**src/rtl/kbd_spi_pkg.sv**
```systemverilog
// Shared definitions for the ZX keyboard SPI link; imported by both transmitter and CPLD receiver.
// Frame layout, MSB first: HDR[55:48] | KEYS[47:8] | {MAGIC,TURBO,PNT}[7:5] | 0000[4:1] | parity[0].
package kbd_spi_pkg;
  localparam logic [7:0] HDR        = 8'hA5;
  localparam int         FRAME_BITS = 56;
  localparam int         KEYS_MSB   = 47;
  localparam int         CTRL_MSB   = 7;

  typedef enum logic [1:0] {IDLE = 2'd0, SHIFT = 2'd1, HOLD = 2'd2} kbd_state_e;

  // Parity bit makes the XOR of the whole 48-bit payload zero.
  function automatic logic [FRAME_BITS-1:0] build_frame(input logic [39:0] keys,
                                                        input logic [2:0]  ctrl);
    logic [KEYS_MSB:0] payload;
    payload                 = '0;
    payload[KEYS_MSB -: 40] = keys;
    payload[CTRL_MSB -: 3]  = ctrl;
    return {HDR, payload[KEYS_MSB:1], ^payload};
  endfunction
endpackage

```
**src/rtl/kbd_spi_tx_if.sv**
```systemverilog
// Keyboard snapshot inputs and SPI pin bundle; master = PS/2-side transmitter, slave = its environment.
// Pure wiring, no latency; the link has no backpressure.
interface kbd_spi_tx_if;
  logic        EN;
  logic [39:0] KEYS;
  logic        MAGIC;
  logic        TURBO;
  logic        PNT;
  logic        KBD_CS;
  logic        KBD_CLK;
  logic        KBD_DI;
  logic        BUSY;
  logic        FRAME_DONE;

  modport master (
    input  EN, KEYS, MAGIC, TURBO, PNT,
    output KBD_CS, KBD_CLK, KBD_DI, BUSY, FRAME_DONE
  );

  modport slave (
    output EN, KEYS, MAGIC, TURBO, PNT,
    input  KBD_CS, KBD_CLK, KBD_DI, BUSY, FRAME_DONE
  );
endinterface

```
**src/rtl/kbd_spi_tick.sv**
```systemverilog
// Free-running divider: one-cycle tick every CLK_DIV clocks (SCK half-period strobe).
// Latency: first tick CLK_DIV-1 cycles after reset release; no backpressure, never stops.
module kbd_spi_tick #(
  parameter int CLK_DIV = 7
) (
  input  logic clk,
  input  logic rst_n,
  output logic tick
);
  logic [7:0] cnt;

  assign tick = (cnt == 8'(CLK_DIV - 1));

  always_ff @(posedge clk or negedge rst_n) begin
    if (!rst_n) begin
      cnt <= 8'd0;
    end else if (tick) begin
      cnt <= 8'd0;
    end else begin
      cnt <= cnt + 8'd1;
    end
  end
endmodule

```
**src/rtl/kbd_spi_tx.sv**
```systemverilog
// SPI mode-0 master streaming 56-bit keyboard frames, snapshot taken on the IDLE->SHIFT cycle.
// Latency: frame starts GAP_TICKS*CLK_DIV cycles after KBD_CS rises; no backpressure, EN only gates frame starts.
module kbd_spi_tx
  import kbd_spi_pkg::*;
#(
  parameter int CLK_DIV   = 7,
  parameter int GAP_TICKS = 16
) (
  input  logic         CLK_14MHZ,
  input  logic         RESET_n,
  kbd_spi_tx_if.master kbd
);
  localparam logic [1:0] ST_IDLE  = 2'(IDLE);
  localparam logic [1:0] ST_SHIFT = 2'(SHIFT);
  localparam logic [1:0] ST_HOLD  = 2'(HOLD);

  logic                  tick;
  logic [1:0]            state;
  logic [7:0]            gap_cnt;
  logic [5:0]            bit_cnt;
  logic [FRAME_BITS-2:0] shreg;
  logic [FRAME_BITS-1:0] snap;
  logic                  gap_done;
  logic                  cs_q;
  logic                  sck_q;
  logic                  di_q;
  logic                  busy_q;
  logic                  done_q;

  kbd_spi_tick #(.CLK_DIV(CLK_DIV)) u_tick (
    .clk   (CLK_14MHZ),
    .rst_n (RESET_n),
    .tick  (tick)
  );

  assign snap     = build_frame(kbd.KEYS, {kbd.MAGIC, kbd.TURBO, kbd.PNT});
  // True on the tick that brings the gap count to GAP_TICKS (or beyond, once saturated).
  assign gap_done = ({1'b0, gap_cnt} + 9'd1) >= 9'(GAP_TICKS);

  always_ff @(posedge CLK_14MHZ or negedge RESET_n) begin
    if (!RESET_n) begin
      state   <= ST_IDLE;
      gap_cnt <= 8'd0;
      bit_cnt <= 6'd0;
      shreg   <= '0;
      cs_q    <= 1'b1;
      sck_q   <= 1'b0;
      di_q    <= 1'b1;
      busy_q  <= 1'b0;
      done_q  <= 1'b0;
    end else begin
      done_q <= 1'b0;
      if (tick) begin
        case (state)
          ST_IDLE: begin
            if (gap_done && kbd.EN) begin
              shreg   <= snap[FRAME_BITS-2:0];
              di_q    <= snap[FRAME_BITS-1];
              bit_cnt <= 6'(FRAME_BITS - 1);
              cs_q    <= 1'b0;
              busy_q  <= 1'b1;
              state   <= ST_SHIFT;
            end else if (gap_cnt != 8'(GAP_TICKS)) begin
              gap_cnt <= gap_cnt + 8'd1;
            end
          end
          ST_SHIFT: begin
            if (!sck_q) begin
              sck_q <= 1'b1;
            end else if (bit_cnt != 6'd0) begin
              sck_q   <= 1'b0;
              di_q    <= shreg[FRAME_BITS-2];
              shreg   <= {shreg[FRAME_BITS-3:0], 1'b0};
              bit_cnt <= bit_cnt - 6'd1;
            end else begin
              sck_q <= 1'b0;
              state <= ST_HOLD;
            end
          end
          ST_HOLD: begin
            cs_q    <= 1'b1;
            di_q    <= 1'b1;
            busy_q  <= 1'b0;
            done_q  <= 1'b1;
            gap_cnt <= 8'd0;
            state   <= ST_IDLE;
          end
          default: state <= ST_IDLE;
        endcase
      end
    end
  end

  assign kbd.KBD_CS     = cs_q;
  assign kbd.KBD_CLK    = sck_q;
  assign kbd.KBD_DI     = di_q;
  assign kbd.BUSY       = busy_q;
  assign kbd.FRAME_DONE = done_q;
endmodule

```
**src/flat_wrapper.sv**
```systemverilog
// flat-port wrapper written by rule: the top's interface ports become plain ports
module kbd_spi_tx_flat import kbd_spi_pkg::*;
#(
  parameter int CLK_DIV   = 7,
  parameter int GAP_TICKS = 16
)
  (CLK_14MHZ, RESET_n, kbd_EN, kbd_KEYS, kbd_MAGIC, kbd_TURBO, kbd_PNT, kbd_KBD_CS, kbd_KBD_CLK, kbd_KBD_DI, kbd_BUSY, kbd_FRAME_DONE);
  kbd_spi_tx_if kbd_i ();
  input  logic CLK_14MHZ;
  input  logic RESET_n;
  input wire logic [$bits(kbd_i.EN)-1:0] kbd_EN;
  input wire logic [$bits(kbd_i.KEYS)-1:0] kbd_KEYS;
  input wire logic [$bits(kbd_i.MAGIC)-1:0] kbd_MAGIC;
  input wire logic [$bits(kbd_i.TURBO)-1:0] kbd_TURBO;
  input wire logic [$bits(kbd_i.PNT)-1:0] kbd_PNT;
  output wire logic [$bits(kbd_i.KBD_CS)-1:0] kbd_KBD_CS;
  output wire logic [$bits(kbd_i.KBD_CLK)-1:0] kbd_KBD_CLK;
  output wire logic [$bits(kbd_i.KBD_DI)-1:0] kbd_KBD_DI;
  output wire logic [$bits(kbd_i.BUSY)-1:0] kbd_BUSY;
  output wire logic [$bits(kbd_i.FRAME_DONE)-1:0] kbd_FRAME_DONE;
  assign kbd_i.EN = kbd_EN;
  assign kbd_i.KEYS = kbd_KEYS;
  assign kbd_i.MAGIC = kbd_MAGIC;
  assign kbd_i.TURBO = kbd_TURBO;
  assign kbd_i.PNT = kbd_PNT;
  assign kbd_KBD_CS = kbd_i.KBD_CS;
  assign kbd_KBD_CLK = kbd_i.KBD_CLK;
  assign kbd_KBD_DI = kbd_i.KBD_DI;
  assign kbd_BUSY = kbd_i.BUSY;
  assign kbd_FRAME_DONE = kbd_i.FRAME_DONE;
  kbd_spi_tx #(.CLK_DIV(CLK_DIV), .GAP_TICKS(GAP_TICKS)) u_core (.CLK_14MHZ(CLK_14MHZ), .RESET_n(RESET_n), .kbd(kbd_i));
endmodule
```
**config.mk**
```make
export PLATFORM = sky130hd
export DESIGN_NAME = kbd_spi_tx_flat
export DESIGN_NICKNAME = d
export VERILOG_FILES = /design/src/rtl/kbd_spi_pkg.sv /design/src/rtl/kbd_spi_tx_if.sv /design/src/rtl/kbd_spi_tick.sv /design/src/rtl/kbd_spi_tx.sv /design/src/flat_wrapper.sv
export SDC_FILE = /design/constraint.sdc
export NUM_CORES = 1
export LEC_CHECK = 0
export BUFFER_PORTS_ARGS = -buffer_cell sky130_fd_sc_hd__buf_2
export CAP_MARGIN = 20
export CORE_UTILIZATION = 44
export CTS_CLUSTER_SIZE = 16
export DETAILED_ROUTE_END_ITERATION = 7
export PLACE_DENSITY = 0.71
export SLEW_MARGIN = 10
export SYNTH_ARGS = -nofsm -noshare
export SYNTH_HDL_FRONTEND = slang
export SYNTH_SLANG_ARGS = --single-unit
```
**constraint.sdc**
```tcl
create_clock -name CLK_14MHZ -period 2.2 [get_ports CLK_14MHZ]
set_input_delay 0.33 -clock CLK_14MHZ [delete_from_list [all_inputs] [get_ports CLK_14MHZ]]
set_output_delay 0.33 -clock CLK_14MHZ [all_outputs]
set_load 0.1 [all_outputs]
```
# [After elaboration in Yosys (flattened, before gate mapping)]
# Index checks and enable logic that the tools add are counted.
[classes] muxes=26 magnitude_cmp=1 reduce_logical=13 n_addsub=4 eq_ne=10
[ops] op="two-way mux 55 bit" count=3
[ops] op="one-hot mux 55 bit (2 select lines)" count=1
[ops] op="XOR reduction 48 bit" count=1
[ops] op="two-way mux 8 bit" count=3
[ops] op="two-way mux 6 bit" count=3
[ops] op="adder 8 x 1 -> 8 bit, second input constant" count=2
[ops] op="one-hot mux 8 bit (2 select lines)" count=1
[ops] op="one-hot mux 6 bit (2 select lines)" count=1
[ops] op="AND reduction 5 bit" count=2
[ops] op="adder 8 x 1 -> 9 bit, second input constant" count=1
[ops] op="greater-or-equal comparator 9 x 5 -> 1 bit, second input constant" count=1
[ops] op="== test 8 x 3 -> 1 bit, second input constant" count=1
[ops] op="inequality test 2 x 1 -> 1 bit, second input constant" count=4
[ops] op="inequality test 8 x 5 -> 1 bit, second input constant" count=1
[ops] op="AND reduction 4 bit" count=2
[ops] op="two-way mux 1 bit" count=7
[ops] op="two-way mux 2 bit" count=3
[ops] op="nonzero test 6 bit" count=1
[ops] op="subtractor 6 x 1 -> 6 bit, second input constant" count=1
[ops] op="inequality test 2 bit, second input constant" count=2
[ops] op="one-hot mux 1 bit (2 select lines)" count=2
[ops] op="one-hot mux 2 bit (2 select lines)" count=1
[ops] op="nonzero test 2 bit" count=2
[ops] op="one-hot mux 1 bit (3 select lines)" count=1
[ops] op="7 further kinds" count=7
[word_totals] word_cells=64 out_inout_bits=5 ff_bits=84 inputBits=46

# [Longest topological paths before layout]
# Gate-level depths: netlist of run 1.
[depth] ltp_word=5 depth_mapped=10 ltp_nobuf=8

# [By module]
# Synthesis of run 1 repeated with hierarchy kept, for this count alone.
[unflattened] cells_unflattened=463 hier_area_um2=4524.3
[by_module_without_submodules] mod="kbd_spi_tx" area_per_inst_um2=4156.5 instances=1 cells_each=433 seq_area_each_um2=1904.3
[by_module_without_submodules] mod="kbd_spi_tick" area_per_inst_um2=367.9 instances=1 cells_each=30 seq_area_each_um2=200.2

# [Least setup slack after synthesis of run 1]
# Ideal clock, no wire load.
[synth_timing] kind="flip-flop to flip-flop" from="register u_core.sck_q, in the netlist u_core.kbd.KBD_CLK" to="register u_core.bit_cnt[5]" required_ns=2.051 setup_time_ns=0.149 arrival_ns=2.293 stages_incl_launch_ff=8 n_path_buf=2 synth_period_minus_slack_ns=2.442 setup_slack_ns=-0.242 path_cell_list="dfrtp_1 > mux2i_1 > nor4b_4 > o311ai_2 > buf_6 > buf_6 > nor2_1 > a41oi_2"
[synth_via] elab_chain_len=2
[synth_lines] element="start: declaration" line="kbd_spi_tx.sv:25" text="logic sck_q;"
[synth_lines] element="start signal: assignment" line="kbd_spi_tx.sv:47" text="sck_q <= 1'b0;"
[synth_lines] element="start signal: assignment" line="kbd_spi_tx.sv:69" text="sck_q <= 1'b1;"
[synth_lines] element="start signal: assignment" line="kbd_spi_tx.sv:71" text="sck_q <= 1'b0;"
[synth_lines] element="inequality test 2 x 1 -> 1 bit (no line)"
[synth_lines] element="AND reduction 5 bit (no line)"
[synth_lines] element="end signal: assignment" line="kbd_spi_tx.sv:59" text="bit_cnt <= 6'(FRAME_BITS - 1);"
[synth_lines] element="end signal: assignment" line="kbd_spi_tx.sv:74" text="bit_cnt <= bit_cnt - 6'd1;"
[synth_lines] element="end: declaration" line="kbd_spi_tx.sv:20" text="logic [5:0] bit_cnt;"
# No other way between the ends.
# A chain may end at the register's enable or synchronous reset.

# [Worst setup path in the final report of run 1]
[layout_timing] from="register u_core.u_tick.cnt[0]" to="register u_core.shreg[54]"
[layout_via] elab_chain_len=2
[layout_lines] element="start: declaration" line="kbd_spi_tick.sv:10" text="logic [7:0] cnt;"
[layout_lines] element="start signal: assignment" line="kbd_spi_tick.sv:20" text="cnt <= cnt + 8'd1;"
[layout_lines] element="== test 8 x 3 -> 1 bit" line="kbd_spi_tick.sv:12" text="assign tick = (cnt == 8'(CLK_DIV - 1));"
[layout_lines] element="AND reduction 5 bit (no line)"
[layout_lines] element="end signal: assignment" line="kbd_spi_tx.sv:57" text="shreg <= snap[FRAME_BITS-2:0];"
[layout_lines] element="end signal: assignment" line="kbd_spi_tx.sv:73" text="shreg <= {shreg[FRAME_BITS-3:0], 1'b0};"
[layout_lines] element="end: declaration" line="kbd_spi_tx.sv:21" text="logic [FRAME_BITS-2:0] shreg;"
# No other way between the ends.

==> metrics.txt, run 1 <==
outcome finished with violations; failing checks design-rule violations; top-count cell post-synth dfrtp_1; Pwr Density slightly above 600 nW/um2; sw frac 24.6%; multi-input logic area 2170 um2; Seq cells post-synth 84; Slew @ Worst Pin 488 ps; starting DRC count in detailed routing 191; GRT Total Usage approximately 17%; Skew-Pair Late Insertion Delay between 300 and 400 ps; Fin Setup TNS 0 ps; Post-synth ARST share 100%; CTS root buffer clkbuf_8; DR pass1 iterations 6; placed cell count around 600; Vias 3225; critical path class reg -> reg; global route overflow 0; Finish-stage setup viols 0; die area approximately 10000 um2; CTS clock-pin slew for the worst setup and hold paths 90 ps; area leader, netlist dfrtp_1; total clock sinks 84; post-synth top area share 46.8%; fmax about 0.46 GHz; n_diodes 0; Synth Instances 442; synth-to-layout area growth 18.2%; antenna violations before repair 0; Power Total between 3000 and 4000 uW; CTS tree built; vias in the first global route slightly above 3000; RSZ-0062 raised after global routing true; maxcap violations 0; ys flop type dfrtp_1; DRT Wirelength 8.55 mm; Routed Antenna Nets 0; Max rail drop VDD 0.000419 V; Post-synth top cells 82 x dfrtp_1, 74 x nand2_1, 59 x o21ai_0, 44 x mux2i_1, 40 x xnor2_1; Min Hold Slack 279 ps; sequential share of power 48.3%; internal power 2410 uW; crit share post-route slightly below 100%; IO Count 51; Starting Density between 40% and 50%; CP required 2480 ps; CTS max path bufs 2; row count 36; first-pass GRT wire length 14.1 mm; kind of end point of the critical path register; largest net degree at the start of global routing between 50 and 60; die width just over 100 um; Final nets 553; final instance area 5180 um2; final std cells w/o fill 639; Max-slew headroom 67.7%; core area 9730 um2; HPWL Detailed 5.89 mm; Synthesis Warnings 0; P_sw approximately 780 uW; syn nets ~490; vias per cell between 5 and 6; Yosys cell types 44; drc violations 2; Lkg Pwr between 0.002 and 0.003 uW; crit path max fanout 18; Syn Area/Cell ~10 um2; Clk pwr share around two fifths; layout cell share with drive strength beyond 1 20.6%; Fin. Hold Viols 0; post-synthesis instance area 4390 um2; critical path data arrival time 2470 ps; Final Max Slew Viols 0; fillers 856; Area contributors post-synth dfrtp_1 47%, mux2i_1 10%, xnor2_1 8.0%; Logic pwr share 12.8%; Placer Congestion 0.814; CTS Buf Count 9; sequential area share after synthesis 48.0%; Post-synth EDFFs 0; Cell Area, Placed a little under 5000 um2; sequential cell area 2110 um2; DIE HEIGHT between 100 and 150 um; worst clock skew approximately 11 ps; Hold Crit Class in -> reg; htree depth 3; fin crit period 2190 ps; number of port buffers 50; CP Launch Type register; Wirelength per Cell 13.4 um
final cells by class:
cell class                 instances  share of cell area, %
sequential                        84                   40.6
inverter                           7                  0.507
multi-input combinational        329                   41.9
clock inverter                     6                   1.86
timing repair buffer              70                   9.44
clock buffer                      10                   2.46
tap                              133                   3.21
state kept, by name, indices dropped and copies added (netlist names):
name and flops:
u_core.kbd.KBD_CLK 1, u_core.gap_cnt 8, u_core.state 2, u_core.bit_cnt 6, u_core.shreg 55, u_core.u_tick.cnt 8, u_core.kbd.FRAME_DONE 1, u_core.kbd.KBD_CS 1
u_core.kbd.KBD_DI 1, u_core.kbd.BUSY 1
per-stage QoR:
step / utilization (%) / worst slack, ps
after floorplan: - / 67.3
after global placement: 50.1 / 111
after detailed placement: 50.1 / 48.7
after CTS: 52.5 / 33.7
after global routing: 53.3 / -82.4
final: 53.3 / 11.3
cells in the final DEF, fill, tap and decap left out, types with 2 or more instances in the layout:
cell / Yosys / final
a22o_1: 2 / 2
a31oi_1: 5 / 5
o31ai_1: 2 / 2
bufinv_16: 0 / 2
a21oi_1: 9 / 8
buf_12: 0 / 5
dfstp_2: 2 / 2
nand3_1: 7 / 7
mux2i_1: 44 / 44
nand2b_1: 3 / 2
or2_2: 2 / 2
inv_1: 7 / 7
dfrtp_1: 82 / 81
buf_2: 7 / 49
nand2_1: 74 / 73
nor2b_1: 2 / 2
nor2_1: 26 / 25
or3_1: 2 / 2
and2_1: 2 / 2
o21ai_1: 10 / 18
xor2_1: 8 / 8
clkbuf_8: 0 / 9
ha_1: 6 / 5
and3_1: 6 / 6
buf_4: 0 / 13
o21ai_0: 59 / 51
xnor2_1: 40 / 40
kinds of logic after synthesis:
| family | share of synthesized area [%] |
|---|---|
| adders and majority gates | 1.71 |
| xor gates and xnor gates | 10.1 |
| buffers and inverters | 3.19 |
| muxes | 10.0 |
| AOI/OAI and AO/OA | 12.3 |
| DFF | 48.0 |
| and+or+nand+nor | 14.7 |
final timing paths:
kind	endpoint	cells past startpoint	start	slack [ps]
min	u_core.shreg[23]	3	kbd_KEYS[15]	280
max reg2reg	u_core.shreg[54]	8	u_core.u_tick.cnt[0]	10
max in group asynchronous	u_core.kbd.KBD_CS	3	RESET_n	1120
min reg2reg	u_core.gap_cnt[7]	1	u_core.gap_cnt[7]	470
max	u_core.shreg[54]	8	u_core.u_tick.cnt[0]	10
min in group asynchronous	u_core.shreg[42]	2	RESET_n	430
metal layers:
metal  share of wire [%]  vias up  GRT usage, %
met2                  46       47          28.7
li1                    -     1627             -
met1                  49     1541          23.5
met5                   0        -             0
met3                 3.5       10          4.38
met4                 1.3        0          3.96
power groups by stage:
stage	Combinational (uW)	Clock, uW	Sequential, uW
after global routing	435	1340	1540
after global placement	401	0	1570
final	407	1240	1540
after detailed placement	408	0	1570
after CTS	412	1280	1540
after floorplan	245	0	1570
critical path, stage by stage, from the launching register on:
cell and delay, ps:
dfrtp_1 390, inv_1 70, ha_2 190, or3b_4 400
nor4b_4 330, o311ai_4 200, buf_4 200, clkbuf_16 170
o21ai_0 170
repair_timing:
| item | CTS | global route |
|---|---|---|
| gates resized for setup | 0 | 15 |
| setup buffers | 0 | 4 |
| endpoints found under the hold margin | 25 | 0 |
| setup endpoints to repair | 0 | 23 |
| hold buffers | 1 | 0 |
Note: power is estimated with default switching activity, not from simulation.
==> inputs of run 2 (changes only) <==
- PLACE_DENSITY: 0.71 -> 0.69
- clock period: 2.2 -> 2.8 ns (I/O delays scaled with it)
==> run 2 against run 1 <==
Net effect: the run now ends clean; die area did not move; combinational power fell by 25%; final cell count decreased by 1.9%; sequential share of layout area rose by 1.5 points; via count shrank 1.1%.
==> metrics.txt, run 2 (synthesis gave the netlist of run 1 again) <==
outcome complete, no violations; CP Launch Type register; multi-input logic area between 2000 and 2500 um2; hold buffers post-CTS 0; CTS tree built; row count 36; Skew-Pair Late Insertion Delay 350 ps; biggest regs u_core.shreg: 55 flops, u_core.gap_cnt: 8 flops, u_core.u_tick.cnt: 8 flops; Top reg by flops u_core.shreg; placed cell count 611; CTS Buf Count 9; Starting Density 45.1%; die width just over 100 um; Logic pwr share 12.6%; IO Count 51; fin crit period ~2300 ps; first-pass GRT wire length 14.0 mm; HPWL Detailed 5.88 mm; P_sw 588 uW; total clock sinks 84; Finish-stage setup viols 0; fmax 0.437 GHz; Final nets 541; CTS max path bufs 2; RSZ-0062 raised after global routing false; global route overflow 0; final std cells w/o fill between 600 and 700; commonest cells after routing, fill and taps aside 82 x dfrtp_1, 74 x nand2_1, 59 x o21ai_0; sequential cell area 2100 um2; Post-CTS Resized 0; htree depth 3; sequential share of power 50.4%; vias in the first global route 3098; GRT Total Usage between 10% and 20%; Hold Crit Class in -> async; Wirelength per Cell about 13 um; drc violations 0; synth-to-layout area growth 13.9%; crit path max fanout 30; layout cell share with drive strength beyond 1 between 10% and 20%; worst clock skew 14.2 ps; fillers 901; Routed Antenna Nets 0; Largest register FFs 55; critical path data arrival time around 2500 ps; Pwr Density 481 nW/um2; DRT Wirelength 8.25 mm; CP required between 3000 and 4000 ps; internal power 1820 uW; Final Max Slew Viols 0; CTS clock-pin slew for the worst setup and hold paths 90 ps; largest net degree at the start of global routing slightly below 60; start of the worst register-to-register path u_core.u_tick.cnt[0]; CTS root buffer clkbuf_8; Vias between 3000 and 4000; DR pass1 iterations 4; worst reg2reg path depth 8; antenna violations before repair 0; sw frac 24.5%; crit share post-route approximately four fifths; capture point of the worst reg-to-reg path u_core.bit_cnt[0]; Fin Setup TNS 0 ps; Slew @ Worst Pin between 600 and 700 ps; critical path class reg -> reg; core area 9730 um2; # Post-CTS Setup Buffers 0; Fin. Hold Viols 0; number of port buffers 50; n_diodes 0; DIE HEIGHT 102 um; Max-slew headroom 56.3%; Lkg Pwr 0.00252 uW; Max rail drop VDD between 0.0003 and 0.0004 V; reg-to-reg setup timing slack 510 ps; die area 10400 um2; most common cell after layout, fill and taps aside dfrtp_1; Placer Congestion 0.768; maxcap violations 0; kind of end point of the critical path register; vias per cell 5.09; starting DRC count in detailed routing 151; Clk pwr share 37.0%
## run 2: cell types whose count changed in the layout (fill, tap and decap cells not counted), moves of 3 or more
| cell | change |
|---|---|
| o21ai_1 | -8 |
| buf_12 | -3 |
| o21ai_0 | +8 |
| buf_4 | -6 |
## run 2: metrics by stage
step | total power [uW] | hold WS, ps | utilization (%) | instance area [um2] | setup slack [ps]
6_report | 2410 | 86.3 | 51.4 | 5000 | 514
5_1_grt | 2510 | 139 | 51.4 | 5000 | 360
4_1_cts | 2440 | 127 | 51.4 | 5000 | 483
3_5_place_dp | 1550 | 470 | 49.2 | 4790 | 500
3_3_place_gp | 1540 | 459 | 49.2 | 4790 | 591
2_1_floorplan | 1430 | 124 | - | 4390 | 358
## run 2: layout make-up
cell class,count,share of cell area (%)
Inverter,7,0.526
Timing Repair Buffer,58,6.76
Clock buffer,10,2.75
Tap cell,133,3.33
Multi-Input combinational cell,329,43.1
Clock inverter,6,1.38
Sequential cell,84,42.1
## run 2: how the worst max path moves through the flow
stage,end,slack [ps],from,cells past startpoint
final,u_core.bit_cnt[0],510,u_core.u_tick.cnt[0],8
after global routing,u_core.bit_cnt[0],360,u_core.u_tick.cnt[0],8
after CTS,u_core.bit_cnt[0],480,u_core.u_tick.cnt[0],8
after detailed placement,u_core.bit_cnt[4],500,u_core.u_tick.cnt[0],8
after global placement,u_core.bit_cnt[4],590,u_core.u_tick.cnt[0],8
after floorplan,u_core.bit_cnt[5],360,u_core.kbd.KBD_CLK,7
## run 2: routing by layer
layer | share of wire (%) | track usage, % | up-vias
met1 | 50 | 24.1 | 1526
met3 | 3.0 | 3.15 | 9
met5 | 0 | 0 | -
li1 | - | - | 1604
met2 | 46 | 27.3 | 51
met4 | 1.2 | 5.16 | 0
## run 2: critical path, cell delays in order, from the launching register on
cell and delay [ps]:
dfrtp_1 420, inv_1 70, ha_1 160, or3b_1 390, nor4b_4 330, o311ai_4 240, buf_4 280, o21ai_0 170
o21ai_1 100
## run 2: power groups by stage
stage / Combinational [uW] / Clock [uW] / Sequential (uW)
6_report: 304 / 889 / 1210
5_1_grt: 330 / 965 / 1210
4_1_cts: 313 / 915 / 1210
3_5_place_dp: 313 / 0 / 1240
3_3_place_gp: 306 / 0 / 1240
2_1_floorplan: 192 / 0 / 1240
==> inputs of run 3 (changes only) <==
- PLACE_DENSITY: 0.69 -> 0.71
- clock period: 2.8 -> 2.1 ns (I/O delays scaled with it)
==> run 3 against run 2 <==
Net effect: the run now ends with negative setup slack left; count of clock-buffer cells in the layout shrank 1; hold slack gained 160 ps; flip-flop and latch count is the same; routed wire length grew 15%; combinational power grew 39%; highest routed layer unchanged.
==> metrics.txt, run 3 (synthesis gave the netlist of run 1 again) <==
biggest regs u_core.shreg: 55 flops, u_core.gap_cnt: 8 flops, u_core.u_tick.cnt: 8 flops; n_diodes 0; most common cell after layout, fill and taps aside dfrtp_1; maxcap violations 0; P_sw 850 uW; Logic pwr share between 10% and 20%; Place WS -250 ps; starting DRC count in detailed routing approximately 150; HPWL Detailed 6.18 mm; largest net degree at the start of global routing 52; DR pass1 iterations 4; fmax 0.467 GHz; Pwr Density 597 nW/um2; Top reg by flops u_core.shreg; Hold Crit Class in -> reg; CP max stage cell dfrtp_1; crit share post-route 102%; CP Launch Type register; Wirelength per Cell approximately 14 um; CTS tree built; synth-to-layout area growth 24.4%; vias per cell 5.11; Routed Antenna Nets 0; Max-slew headroom 67.6%; htree depth 3; most frequent CP cell buf_4; Final Max Slew Viols 0; Clk pwr share between 30% and 40%; Slew @ Worst Pin 490 ps; Finish-stage setup viols 4; IO Count 51; sw frac approximately a quarter; internal power ~2400 uW; worst clock skew around 18 ps; commonest cells after routing, fill and taps aside 81 x dfrtp_1, 65 x nand2_1, 49 x buf_2; WP buf/inv 3; global route overflow 0; CTS Buf Count 9; Fin. Hold Viols 0; first-pass GRT wire length approximately 15 mm; fin crit period between 2000 and 2500 ps; sequential share of power 49.6%; kind of end point of the critical path register; CTS root buffer clkbuf_8; core area 9730 um2; largest delay contributor family on the critical path simple AND/OR/NAND/NOR gates; crit path max fanout 4; Placer Congestion 0.836; number of port buffers 50; Max rail drop VDD 0.000376 V; Lkg Pwr 0.00274 uW; critical path data arrival time roughly 2400 ps; failing checks negative setup slack; Skew-Pair Late Insertion Delay 370 ps; RSZ-0062 raised after global routing true; Min Hold Slack 247 ps; CTS max path bufs 2; antenna violations before repair 0; DRT Wirelength 9.52 mm; Starting Density about 45%; die area approximately 10000 um2; vias in the first global route approximately 3200; Largest register FFs 55; setup ws final -41.5 ps; layout cell share with drive strength beyond 1 between 20% and 30%; critical path class reg -> reg; die width roughly 100 um; drc violations 0; outcome finished with violations; Critical Path Max Stage Delay 380 ps; GRT Total Usage 18.8%; DIE HEIGHT 102 um; Vias 3359; Cell Area, Placed 4920 um2; crit path cell chain inv_1 > ha_2 > or3b_4 > nor4b_4 > buf_4 > buf_4 > o311ai_2 > and2_1 > a41o_1; fillers 839; Final nets 571; final core occ 56.1%; row count 36; total clock sinks 84; final instance area 5460 um2; CTS clock-pin slew for the worst setup and hold paths 100 ps; CP required about 2400 ps
[run 3: cell count changes in the layout (fill, tap and decap cells not counted), sizes merged]
cell         delta
buf            +26
inv             +1
dlygate4sd3     +1
o311ai          +1
clkbuf          +1
[run 3: what timing repair did]
item                                    4_1_cts  5_1_grt
hold buffers                                  1        0
endpoints found under the setup margin       59       68
pin swaps                                     7       11
resized for setup                            26       40
hold endpoints to repair                     30        0
setup buffers                                 7        0
cloned                                        3        2
[run 3: area by class of cell]
| type | instances | area [um2] | area share [%] |
|---|---|---|---|
| Multi-Input combinational cell | 330 | 2270 | 41.7 |
| Sequential cell | 84 | 2110 | 38.6 |
| Timing Repair Buffer | 87 | 678 | 12.4 |
| Tap cell | 133 | 166 | 3.05 |
| Clock buffer | 9 | 124 | 2.27 |
| Clock inverter | 7 | 83.8 | 1.54 |
| Inverter | 7 | 26.3 | 0.481 |
[run 3: metrics by stage]
stage | total power (uW) | TNS, ps | std cells
6_report | 3260 | -86.1 | 657
5_1_grt | 3380 | -5040 | 657
4_1_cts | 3280 | -1370 | 655
3_5_place_dp | 2070 | -6890 | 628
3_3_place_gp | 2060 | -3170 | 628
2_1_floorplan | 1900 | -32.7 | 442
[run 3: layer usage]
layer / GRT usage (%) / up-vias / wire length, um
li1: - / 1663 / -
met5: 0 / - / 0
met4: 5.27 / 0 / 148
met2: 30.2 / 66 / 4560
met3: 5.34 / 17 / 327
met1: 25.0 / 1613 / 4480
[run 3: power groups by stage]
stage | Combinational (uW) | Clock (uW) | Sequential, uW
floorplan | 256 | 0 | 1650
global placement | 415 | 0 | 1650
detailed placement | 421 | 0 | 1650
CTS | 425 | 1240 | 1620
global route | 454 | 1310 | 1620
finish | 423 | 1220 | 1620
[run 3: worst register-to-register path: cells and delay by family (launching register included)]
kind | cells | cell delay (ps)
buffers and inverters | 3 | 340
adder cells (fa/ha/maj) | 1 | 160
AND/OR/NAND/NOR | 3 | 790
AO/OA/AOI/OAI | 2 | 360
flip-flops | 1 | 380
[run 3: final timing paths]
check / from / to / slack (ps) / cells past startpoint
worst max-delay path: u_core.u_tick.cnt[0] / u_core.shreg[0] / -40 / 9
worst min-delay path: kbd_KEYS[15] / u_core.shreg[23] / 250 / 3
worst max register to register: u_core.u_tick.cnt[0] / u_core.shreg[0] / -40 / 9
worst min register to register: u_core.shreg[40] / u_core.shreg[40] / 490 / 2
max in group asynchronous: RESET_n / u_core.kbd.KBD_DI / 1040 / 3
min in group asynchronous: RESET_n / u_core.shreg[41] / 420 / 2
